**config.mk**
```make
export PLATFORM = sky130hd
export DESIGN_NAME = au_sum_zero_det_seq
export DESIGN_NICKNAME = d
export VERILOG_FILES = /design/src/rtl/au_sum_zero_det_seq_pkg.sv /design/src/rtl/au_sum_zero_det_slice.sv /design/src/rtl/au_sum_zero_det_seq.sv
export SDC_FILE = /design/constraint.sdc
export NUM_CORES = 1
export LEC_CHECK = 0
export ABC_AREA = 1
export CAP_MARGIN = 20
export CORE_UTILIZATION = 50
export DETAILED_ROUTE_END_ITERATION = 8
export GPL_TIMING_DRIVEN = 0
export PLACE_DENSITY = 0.8
export SYNTH_ARGS = -nofsm -noshare
export SYNTH_HDL_FRONTEND = slang
export SYNTH_SLANG_ARGS = --single-unit
```
**constraint.sdc**
```tcl
create_clock -name clk -period 5.35 [get_ports clk]
set_clock_uncertainty 0.2 [all_clocks]
set_input_delay 1.07 -clock clk [delete_from_list [all_inputs] [get_ports clk]]
set_output_delay 1.07 -clock clk [all_outputs]
set_load 0.03 [all_outputs]
```
**src/rtl/au_sum_zero_det_seq_pkg.sv**
```systemverilog
// Shared types for the sequential sum-is-zero detector.
package au_sum_zero_det_seq_pkg;

  // Controller states: waiting for an operand, walking slices, holding a result.
  typedef enum logic [1:0] {
    IDLE = 2'd0,
    RUN  = 2'd1,
    DONE = 2'd2
  } state_t;

endpackage

```
**src/rtl/au_sum_zero_det_slice.sv**
```systemverilog
// One SLICE-bit adder step: reports whether the slice sum is zero and its carry-out.
module au_sum_zero_det_slice #(
  parameter int SLICE = 8
) (
  input  logic [SLICE-1:0] a,
  input  logic [SLICE-1:0] b,
  input  logic             ci,
  output logic             zero,
  output logic             co
);

  logic [SLICE:0] sum;

  assign sum  = {1'b0, a} + {1'b0, b} + {{SLICE{1'b0}}, ci};
  assign zero = (sum[SLICE-1:0] == '0);
  assign co   = sum[SLICE];

endmodule

```
**src/rtl/au_sum_zero_det_seq.sv**
```systemverilog
// Sequential detector for (a + b + ci) mod 2^WIDTH == 0, SLICE bits per cycle,
// also producing the carry-out of the full addition.
//
// Optional feature: define AU_SUM_ZERO_DET_SEQ_EARLY_EXIT_EN to stop walking
// slices as soon as one slice sum is nonzero (z=0; co only meaningful when the
// exit happens on the last slice, otherwise 0).
//
// Handshake: an operand is taken on a rising edge with in_valid && in_ready
// (in_ready=1 only in IDLE). A result is presented with out_valid=1 and held,
// z/co stable, until a rising edge with out_valid && out_ready. in_valid is
// ignored while a result is being computed or held.
module au_sum_zero_det_seq
  import au_sum_zero_det_seq_pkg::*;
#(
  parameter int WIDTH = 32,
  parameter int SLICE = 8
) (
  input  logic             clk,
  input  logic             rst,
  input  logic             in_valid,
  output logic             in_ready,
  input  logic [WIDTH-1:0] a,
  input  logic [WIDTH-1:0] b,
  input  logic             ci,
  output logic             out_valid,
  input  logic             out_ready,
  output logic             z,
  output logic             co,
  output logic             busy
);

  localparam int NSLICE = WIDTH / SLICE;
  localparam int KW     = $clog2(NSLICE);
  localparam logic [KW-1:0] K_LAST = KW'(NSLICE - 1);

  state_t          state;
  state_t          state_nxt;
  logic [WIDTH-1:0] a_q;
  logic [WIDTH-1:0] b_q;
  logic            carry;
  logic            zacc;
  logic [KW-1:0]   k;
  logic            s_zero;
  logic            s_co;

  // Operands are shifted right each RUN cycle, so the current slice is always
  // the low SLICE bits and a single adder slice serves every step.
  au_sum_zero_det_slice #(.SLICE(SLICE)) u_slice (
    .a    (a_q[SLICE-1:0]),
    .b    (b_q[SLICE-1:0]),
    .ci   (carry),
    .zero (s_zero),
    .co   (s_co)
  );

  // Next-state logic for the IDLE -> RUN -> DONE -> IDLE sequence.
  always_comb begin
    state_nxt = state;
    case (state)
      IDLE: if (in_valid) state_nxt = RUN;
      RUN: begin
        if (k == K_LAST) state_nxt = DONE;
`ifdef AU_SUM_ZERO_DET_SEQ_EARLY_EXIT_EN
        if (!s_zero) state_nxt = DONE;
`endif
      end
      DONE: if (out_ready) state_nxt = IDLE;
      default: state_nxt = IDLE;
    endcase
  end

  // State register and slice-walking datapath; reset wins over everything.
  always_ff @(posedge clk) begin
    if (rst) begin
      state <= IDLE;
      a_q   <= '0;
      b_q   <= '0;
      carry <= 1'b0;
      zacc  <= 1'b0;
      k     <= '0;
    end else begin
      state <= state_nxt;
      case (state)
        IDLE: begin
          if (in_valid) begin
            a_q   <= a;
            b_q   <= b;
            carry <= ci;
            zacc  <= 1'b1;
            k     <= '0;
          end
        end
        RUN: begin
          a_q   <= a_q >> SLICE;
          b_q   <= b_q >> SLICE;
          k     <= k + KW'(1);
          zacc  <= zacc & s_zero;
          carry <= s_co;
`ifdef AU_SUM_ZERO_DET_SEQ_EARLY_EXIT_EN
          // Bailing out early: carry is only the true carry-out on the last slice.
          if (!s_zero) begin
            zacc  <= 1'b0;
            carry <= (k == K_LAST) ? s_co : 1'b0;
          end
`endif
        end
        default: ;
      endcase
    end
  end

  assign in_ready  = (state == IDLE);
  assign out_valid = (state == DONE);
  assign busy      = (state != IDLE);
  assign z         = out_valid & zacc;
  assign co        = out_valid & carry;

endmodule

```
==> results of run 1 <==
==> path summary, 6_finish.rpt <==
kind	start	end	slack (ps)	depth (start not counted)
max reg2reg	a_q[0]	zacc	2890	10
min	b_q[31]	b_q[31]	260	2
max	state[1]	co	2280	5
min reg2reg	b_q[31]	b_q[31]	260	2
==> logic make-up after synthesis <==
kind of cell | count (synthesis)
adders and majority gates | 10
and+or+nand+nor | 220
xor gates and xnor gates | 2
DFF | 70
buffers and inverters | 74
AOI/OAI and AO/OA | 84
==> sequential cells by signal, indices dropped and copies added, names as in the netlist <==
signal  count
b_q        32
carry       1
k           2
zacc        1
state       2
a_q        32
==> metrics by stage <==
step	power (mW)	util [%]	std cells
CTS	1.23	69.8	623
detailed placement	0.817	66.6	607
global placement	0.809	66.6	607
finish	1.23	69.8	623
floorplan	0.718	-	460
global route	1.29	69.8	623
==> power by group <==
part           total (mW)  leakage, nW  switching, mW  internal [mW]
combinational       0.228         1.34          0.123          0.105
sequential          0.581        0.575         0.0240          0.557
clock               0.418       0.0976          0.189          0.229
==> synthesized netlist by cell type (2+ instances only) <==
master | n | area [um2]
buf_6 | 2 | 22.5
a31oi_1 | 15 | 93.8
buf_2 | 12 | 60.1
nor2_2 | 3 | 18.8
or2_2 | 2 | 12.5
a22oi_1 | 33 | 248
nand3_1 | 8 | 40.0
ha_1 | 8 | 100
fa_1 | 2 | 40.0
inv_2 | 3 | 11.3
nor2_1 | 12 | 45.0
nand4_1 | 2 | 12.5
inv_1 | 44 | 165
clkbuf_1 | 11 | 41.3
xor2_1 | 2 | 17.5
dfxtp_1 | 70 | 1400
a21oi_1 | 31 | 155
nand2_1 | 193 | 724
o21ai_0 | 2 | 10.0
==> final cells by class <==
| class | count | area, um2 |
|---|---|---|
| clock inverter | 3 | 43.8 |
| clock buffer | 13 | 149 |
| sequential | 70 | 1400 |
| timing repair buffer | 72 | 721 |
| multi-input combinational | 316 | 1540 |
| buffer | 26 | 128 |
| tap | 75 | 93.8 |
| inverter | 48 | 180 |
| fill | 531 | 1840 |
==> worst register-to-register path, delay by kind of cell, from the launching register on <==
| family | cells | cell delay, ps |
|---|---|---|
| AOI/OAI and AO/OA | 1 | 100 |
| adders and majority gates | 2 | 920 |
| DFF | 1 | 330 |
| and+or+nand+nor | 7 | 840 |
==> routing by layer <==
layer  up-vias  wire (um)
li1       1642          -
met1      1464       3800
met2       128       4050
met3        18        595
met4         0        152
met5         -          0
==> flow_metrics.env, run 1 <==
export IMPL_grt_util_met2_pct=48.3
export IMPL_clk_pin_slew_ps=70
export IMPL_total_leakage_power_nw=2.01
export IMPL_grt_use_total_pct=27.7
export IMPL_arrival_ps=1800
export IMPL_grt_util_met1_pct=32.5
export IMPL_setup_viol=0
export IMPL_grt_first_pass_wirelength_um=13800
export IMPL_critPathSlowestCell="clkdlybuf4s50_1"
export IMPL_yosys_area_share_xor_xnor_pct=0.539
export IMPL_ys_seq_elements=70
export IMPL_ant_nets=0
export IMPL_path_cells="inv_1 -> nor2_1 -> inv_1 -> nor2_1 -> clkdlybuf4s50_1"
export IMPL_gp_congestion=0.817
export IMPL_slew_headroom_pct=62.5
export IMPL_critPathBufInv=3
export IMPL_setup_slack_ps=2280
export IMPL_viasPerCell=5.22
export IMPL_dieArea_mm2=0.00682
export IMPL_io_pins=74
export IMPL_rsz0062_at_grt="false"
export IMPL_routedWlPerCell_um=13.8
export IMPL_synth_async_sr_flop_share_pct=0
export IMPL_synth_seq_area_share_pct=43.2
export IMPL_placementRows=28
export IMPL_cts_resized=0
export IMPL_use_met3_pct=8.35
export IMPL_hold_viol_final=0
export IMPL_clock_sinks=70
export IMPL_areaGrowthSynthToFinish_pct=31.0
export IMPL_cts_max_path_buffers=2
export IMPL_synth_nets=539
export IMPL_synth_top_family_by_area="simple AND/OR/NAND/NOR gates"
export IMPL_drive_above_1_share_pct=6.39
export IMPL_synth_edff_count=0
export IMPL_htree_levels=3
export IMPL_finalCritPeriodShare_pct=57.4
export IMPL_drtPass1Iterations=5
export IMPL_drt_iter0_drc=265
export IMPL_fin_tns_setup_ps=0
export IMPL_cts_buffers=9
export IMPL_final_nets=622
export IMPL_insertion_delay_ps=340
export IMPL_synth_area_mux_share_pct=0
export IMPL_gr_total_overflow=0
export IMPL_synth_distinct_cells=24
export IMPL_synth_top_flop_cell="dfxtp_1"
export IMPL_cts_tree="done"
export IMPL_power_density_mw_per_mm2=288
export IMPL_io_buffers=72
export IMPL_cts_setup_buffers=0
export IMPL_n_antenna_cell=0
export IMPL_cp_data_required_time_ps=4080
export IMPL_coreArea_mm2=0.00610
export IMPL_setup_worst_path_class="register to primary output"
export IMPL_initial_core_util_pct=53.3
export IMPL_cp_slowest_stage_delay_ps=680
export IMPL_period_minus_slack_ps=3070
export IMPL_status="finished clean"
export IMPL_ctsHoldBuffers=0
export IMPL_critPathCaptureType="primary output"
export IMPL_place_detailed_hpwl_um=6340
export IMPL_yosys_area_share_simple_pct=26.3
export IMPL_postLayoutCellArea_mm2=0.00425
export IMPL_hp_class="register to register"
export IMPL_path_max_fanout=3
export IMPL_cpLargestDelayFamily="buffers and inverters"
export IMPL_yosysWarnings=0
export IMPL_grt_pass1_vias=3071
export IMPL_fmax_mhz=326
export IMPL_layout_common_cells="nand2_1, clkdlybuf4s50_1, dfxtp_1, inv_1, a22oi_1"
export IMPL_cts_root_buf="clkbuf_8"
export IMPL_gr_max_usage_layer="met2"
export IMPL_synth_compound_area_share_pct=16.2
export IMPL_die_y_um=82.6
export IMPL_synthAdderAreaFrac_pct=4.32
export IMPL_layout_cells_most_common="nand2_1"
export IMPL_syn_area_per_cell_um2=7.06
export IMPL_ir_drop_mv=0.200
export IMPL_drt_wl_total_um=8600
export IMPL_grt_max_degree=12
export IMPL_drc=0
export IMPL_cp_start_kind="register"
export IMPL_maxCapViolations=0
export IMPL_synth_cells=460
export IMPL_dpl_cell_area_mm2=0.00406
export IMPL_worstMarginPinSlew_ps=563
export IMPL_vias=3252
export IMPL_slew_violations=0
export IMPL_netlist_area_mm2=0.00325
export IMPL_fp_dieW_um=82.6
export IMPL_pre_cts_slack_ps=2520
export IMPL_holdWs_ps=264
export IMPL_antenna_found_initial=0
(Power assumes the default switching activity.)
==> inputs of run 2 (changes only) <==
--- a/config.mk
+++ b/config.mk
@@ -7,10 +7,10 @@
 export LEC_CHECK = 0
 export ABC_AREA = 1
 export CAP_MARGIN = 20
-export CORE_UTILIZATION = 50
+export CORE_UTILIZATION = 45
 export DETAILED_ROUTE_END_ITERATION = 8
 export GPL_TIMING_DRIVEN = 0
-export PLACE_DENSITY = 0.8
+export PLACE_DENSITY = 0.76
 export SYNTH_ARGS = -nofsm -noshare
 export SYNTH_HDL_FRONTEND = slang
 export SYNTH_SLANG_ARGS = --single-unit
==> constraint.sdc (replaced) <==
create_clock -name clk -period 2.8 [get_ports clk]
set_clock_uncertainty 0.2 [all_clocks]
set_input_delay 0.56 -clock clk [delete_from_list [all_inputs] [get_ports clk]]
set_output_delay 0.56 -clock clk [all_outputs]
set_load 0.03 [all_outputs]
==> run 2 against run 1 <==
Effect of this change: die area up 11%; first-iteration DRC count fell by 35%; sequential share of layout area fell by 0.15 points; worst hold slack improved by 4.8 ps; register-to-register slack worse by 2600 ps; cell count increased by 3.4%; combinational power increased by 89%.
==> flow_metrics.env, run 2 (synthesis results as in run 1) <==
export IMPL_cp_start_kind="register"
export IMPL_grt_max_degree=12
export IMPL_clk_pin_slew_ps=70
export IMPL_layout_common_cells="nand2_1, clkdlybuf4s50_1, dfxtp_1, inv_1, a22oi_1"
export IMPL_drc=0
export IMPL_fin_tns_setup_ps=0
export IMPL_cts_max_path_buffers=2
export IMPL_use_met3_pct=5.50
export IMPL_total_leakage_power_nw=2.01
export IMPL_layout_cells_most_common="nand2_1"
export IMPL_slew_headroom_pct=63.2
export IMPL_cp_data_required_time_ps=2040
export IMPL_placementRows=30
export IMPL_n_antenna_cell=0
export IMPL_htree_levels=3
export IMPL_cts_buffers=9
export IMPL_drtPass1Iterations=4
export IMPL_setup_viol=0
export IMPL_gp_congestion=0.840
export IMPL_path_max_fanout=3
export IMPL_grt_pass1_vias=3045
export IMPL_die_y_um=86.9
export IMPL_cts_root_buf="clkbuf_8"
export IMPL_status="finished clean"
export IMPL_place_detailed_hpwl_um=6250
export IMPL_gr_max_usage_layer="met2"
export IMPL_finalCritPeriodShare_pct=89.8
export IMPL_setup_worst_path_class="register to primary output"
export IMPL_vias=3177
export IMPL_critPathCaptureType="primary output"
export IMPL_clock_sinks=70
export IMPL_rsz0062_at_grt="false"
export IMPL_arrival_ps=1750
export IMPL_fp_dieW_um=86.9
export IMPL_viasPerCell=4.93
export IMPL_areaGrowthSynthToFinish_pct=31.6
export IMPL_final_nets=622
export IMPL_dpl_cell_area_mm2=0.00409
export IMPL_maxCapViolations=0
export IMPL_antenna_found_initial=0
export IMPL_fmax_mhz=398
export IMPL_insertion_delay_ps=350
export IMPL_drive_above_1_share_pct=6.75
export IMPL_io_buffers=72
export IMPL_cts_tree="done"
export IMPL_ir_drop_mv=0.295
export IMPL_cts_resized=0
export IMPL_initial_core_util_pct=47.3
export IMPL_grt_first_pass_wirelength_um=13800
export IMPL_drt_wl_total_um=8340
export IMPL_slew_violations=0
export IMPL_power_density_mw_per_mm2=539
export IMPL_io_pins=74
export IMPL_coreArea_mm2=0.00687
export IMPL_postLayoutCellArea_mm2=0.00427
export IMPL_worstMarginPinSlew_ps=552
export IMPL_cts_setup_buffers=0
export IMPL_grt_util_met2_pct=39.0
export IMPL_hp_class="register to register"
export IMPL_grt_use_total_pct=24.3
export IMPL_biggestRegsByFlops="a_q: 32 flops, b_q: 32 flops"
export IMPL_period_minus_slack_ps=2510
export IMPL_ant_nets=0
export IMPL_gr_total_overflow=0
export IMPL_hold_viol_final=0
export IMPL_routedWlPerCell_um=12.9
export IMPL_grt_util_met1_pct=31.0
export IMPL_drt_iter0_drc=171
export IMPL_ctsHoldBuffers=0
export IMPL_dieArea_mm2=0.00756
run 2: cell types whose count changed in the layout (fill, tap and decap cells not counted), sizes merged:
cell | before | now
bufinv | 1 | 0
clkinvlp | 0 | 1
run 2: final cells by class:
| type | instances | area [um2] |
|---|---|---|
| multi-input combinational | 316 | 1540 |
| clock inverter | 3 | 17.5 |
| tap | 96 | 120 |
| fill | 655 | 2590 |
| inverter | 48 | 180 |
| timing repair buffer | 72 | 721 |
| sequential | 70 | 1400 |
| buffer | 26 | 128 |
| clock buffer | 13 | 169 |
run 2: worst max-delay path, cell delays in order (launching register included):
cell and delay [ps]:
dfxtp_1 380, inv_1 50, nor2_1 140, inv_1 80, nor2_1 80, clkdlybuf4s50_1 670
run 2: worst paths after layout:
kind         cells after the start  slack, ps      from      end
max                              5        290  state[1]       co
min                              2        270   a_q[29]  a_q[29]
max reg2reg                     10        320    a_q[0]     zacc
min reg2reg                      2        270   a_q[29]  a_q[29]
run 2: report_power, final:
group | internal [mW] | leakage (nW) | switching, mW
logic | 0.201 | 1.34 | 0.229
clock network | 0.392 | 0.0954 | 0.371
registers | 1.06 | 0.575 | 0.0459
total | 1.66 | 2.01 | 0.645
run 2: routing by layer:
| layer | routed length (um) | vias to the layer above |
|---|---|---|
| met5 | 0 | - |
| met4 | 136 | 0 |
| met3 | 427 | 13 |
| met2 | 3940 | 91 |
| met1 | 3830 | 1427 |
| li1 | - | 1646 |
run 2: stage by stage:
step	hold WS, ps	power (mW)	setup WS [ps]	utilization, %	std cells
5_1_grt	291	2.42	69.5	62.2	644
4_1_cts	269	2.31	277	62.2	644
2_1_floorplan	234	1.37	539	-	460
3_3_place_gp	249	1.55	386	59.5	628
6_report	268	2.30	286	62.2	644
3_5_place_dp	258	1.56	350	59.5	628
==> RTL change, RTL diff (settings of run 2) <==
Make the reset (`rst`) asynchronous in one clocked block.
--- a/src/rtl/au_sum_zero_det_seq.sv
+++ b/src/rtl/au_sum_zero_det_seq.sv
@@ -70,7 +70,7 @@
   end
 
   // State register and slice-walking datapath; reset wins over everything.
-  always_ff @(posedge clk) begin
+  always_ff @(posedge clk or posedge rst) begin
     if (rst) begin
       state <= IDLE;
       a_q   <= '0;
Formal check against the unedited RTL: differs if rst is asserted again (counterexample within 4 cycles, from zero or initial values and one cycle with rst high); with rst held inactive, the same outputs for 10 cycles.
==> RTL change against run 2 <==
  * Area after synthesis increased by 5.7%
  * Sequential cell count unchanged
  * Sequential share of layout area increased by 6.5 points
  * Maximum frequency fell by 3.0%
  * Global-route usage increased by 0.40 points
  * First-iteration DRC count rose by 51%
  * Routed wire length up 6.8%
  * Highest routed layer unchanged
  * Critical path type unchanged
  * Setup slack worse by 0.077 ns
  * Cell area is 4.4% higher
Power is not compared: it rests on default switching activity, and its combinational part moved more than twofold at a synthesized area within 25%.
==> RTL change: results (changes against run 2) <==
Die
  – Die X: 89.3 µm (+2.7%)

Place
  – Place WS: 0.276 ns (-0.0741 ns)
  – Placed inst area: 4280 µm² (+4.7%)
  – Gp weighted congestion: 0.828 (-1.5%)
  – DP HPWL: 6.70 mm (+7.1%)

Critical path
  – Flop-to-flop setup slack: 0.27 ns (-0.05 ns)
  – CP max-delay cell: dfrtp_1
  – Largest stage delay, worst path: 0.43 ns (-0.24 ns)
  – Worst setup path end: in_ready
  – RR Startpoint: a_q[0]
  – Max FO, Critical Path: 10 (+7)

Synth
  – Largest cells by area after synthesis: dfrtp_1 (51%), nand3_1 (11%), nand2_1 (8.9%), inv_1 (4.5%), a22oi_1 (4.2%)
  – Netlist cell types: 26 (+8.3%)
  – Post-synth top cells: nand2_1 (81), nand3_1 (73), dfrtp_1 (70)
  – Syn_nets: 471 (-13%)
  – Post-synthesis async set-or-reset flop share: 100% (+100 points)
  – Seq/Total Area, Yosys: 51.1% (+7.9 points)
  – Ys flop type: dfrtp_1

GRT
  – Number of global-route vias before repair: 3071 (+0.85%)
  – Total GRT Usage: 24.7% (+0.40 points)
  – Global-route wire length before repair: 14.4 mm (+4.4%)
  – Largest net degree at the start of global routing: 71 (+59)
  – GR Util met3: 3.79% (-1.7 points)
  – GR Util met1: 34.4% (+3.4 points)

Drt
  – Initial DRC count: 259 (+51%)
  – Vias/cell: 5.43 (+10%)
  – Drt first pass iters: 5 (+1)
  – Met1 Wirelength: 3.97 mm (+3.6%)
  – Routed length on met2: 4.26 mm (+8.2%)
  – DRT Wirelength: 8.91 mm (+6.8%)

Finish
  – Share of cells above drive strength 1: 7.71% (+0.96 points)
  – Layout Nets: 554 (-11%)

STA
  – Max frequency: 386 MHz (-3.0%)
  – Relative slew margins: 43.6% (-20 points)

Run status
  – Status: finished, final reports clean

Hold path
  – WHS Endpoint: zacc
  – Min-delay src: zacc

Power
  – Post-layout power: 5100 µW

Clocking
  – CTS Hold Bufs: 0 (unchanged)
  – Post-CTS Resized: 2 (+2)
RTL change: changes by cell type after synthesis, sizes merged, moves of 16 or more:
cell / change
dfrtp: +70
a21oi: -26
o21ai: +16
nand3: +65
dfxtp: -70
o211ai: +16
nand2: -111
RTL change: layout make-up:
cell class | count | area, µm²
clock buffer | 13 | 169
sequential | 70 | 1750
multi-input combinational | 253 | 1390
fill | 670 | 2830
tap | 99 | 124
timing repair buffer | 72 | 718
inverter | 44 | 170
clock inverter | 3 | 17.5
buffer | 25 | 124
RTL change: metrics by stage:
stage	setup TNS, ns	cells
floorplan	0	392
detailed placement	0	563
CTS	0	579
global placement	-59.00	563
finish	0	579
global route	0	579
RTL change: cell families (layout without fill, tap and decap cells):
logic type / count (synthesis) / count (layout) / share of synthesized area (%)
compound gates: 71 / 71 / 14.1
fa+ha+maj: 10 / 10 / 4.08
buf+inv: 69 / 157 / 8.50
flops: 70 / 70 / 51.1
simple gates: 172 / 172 / 22.2
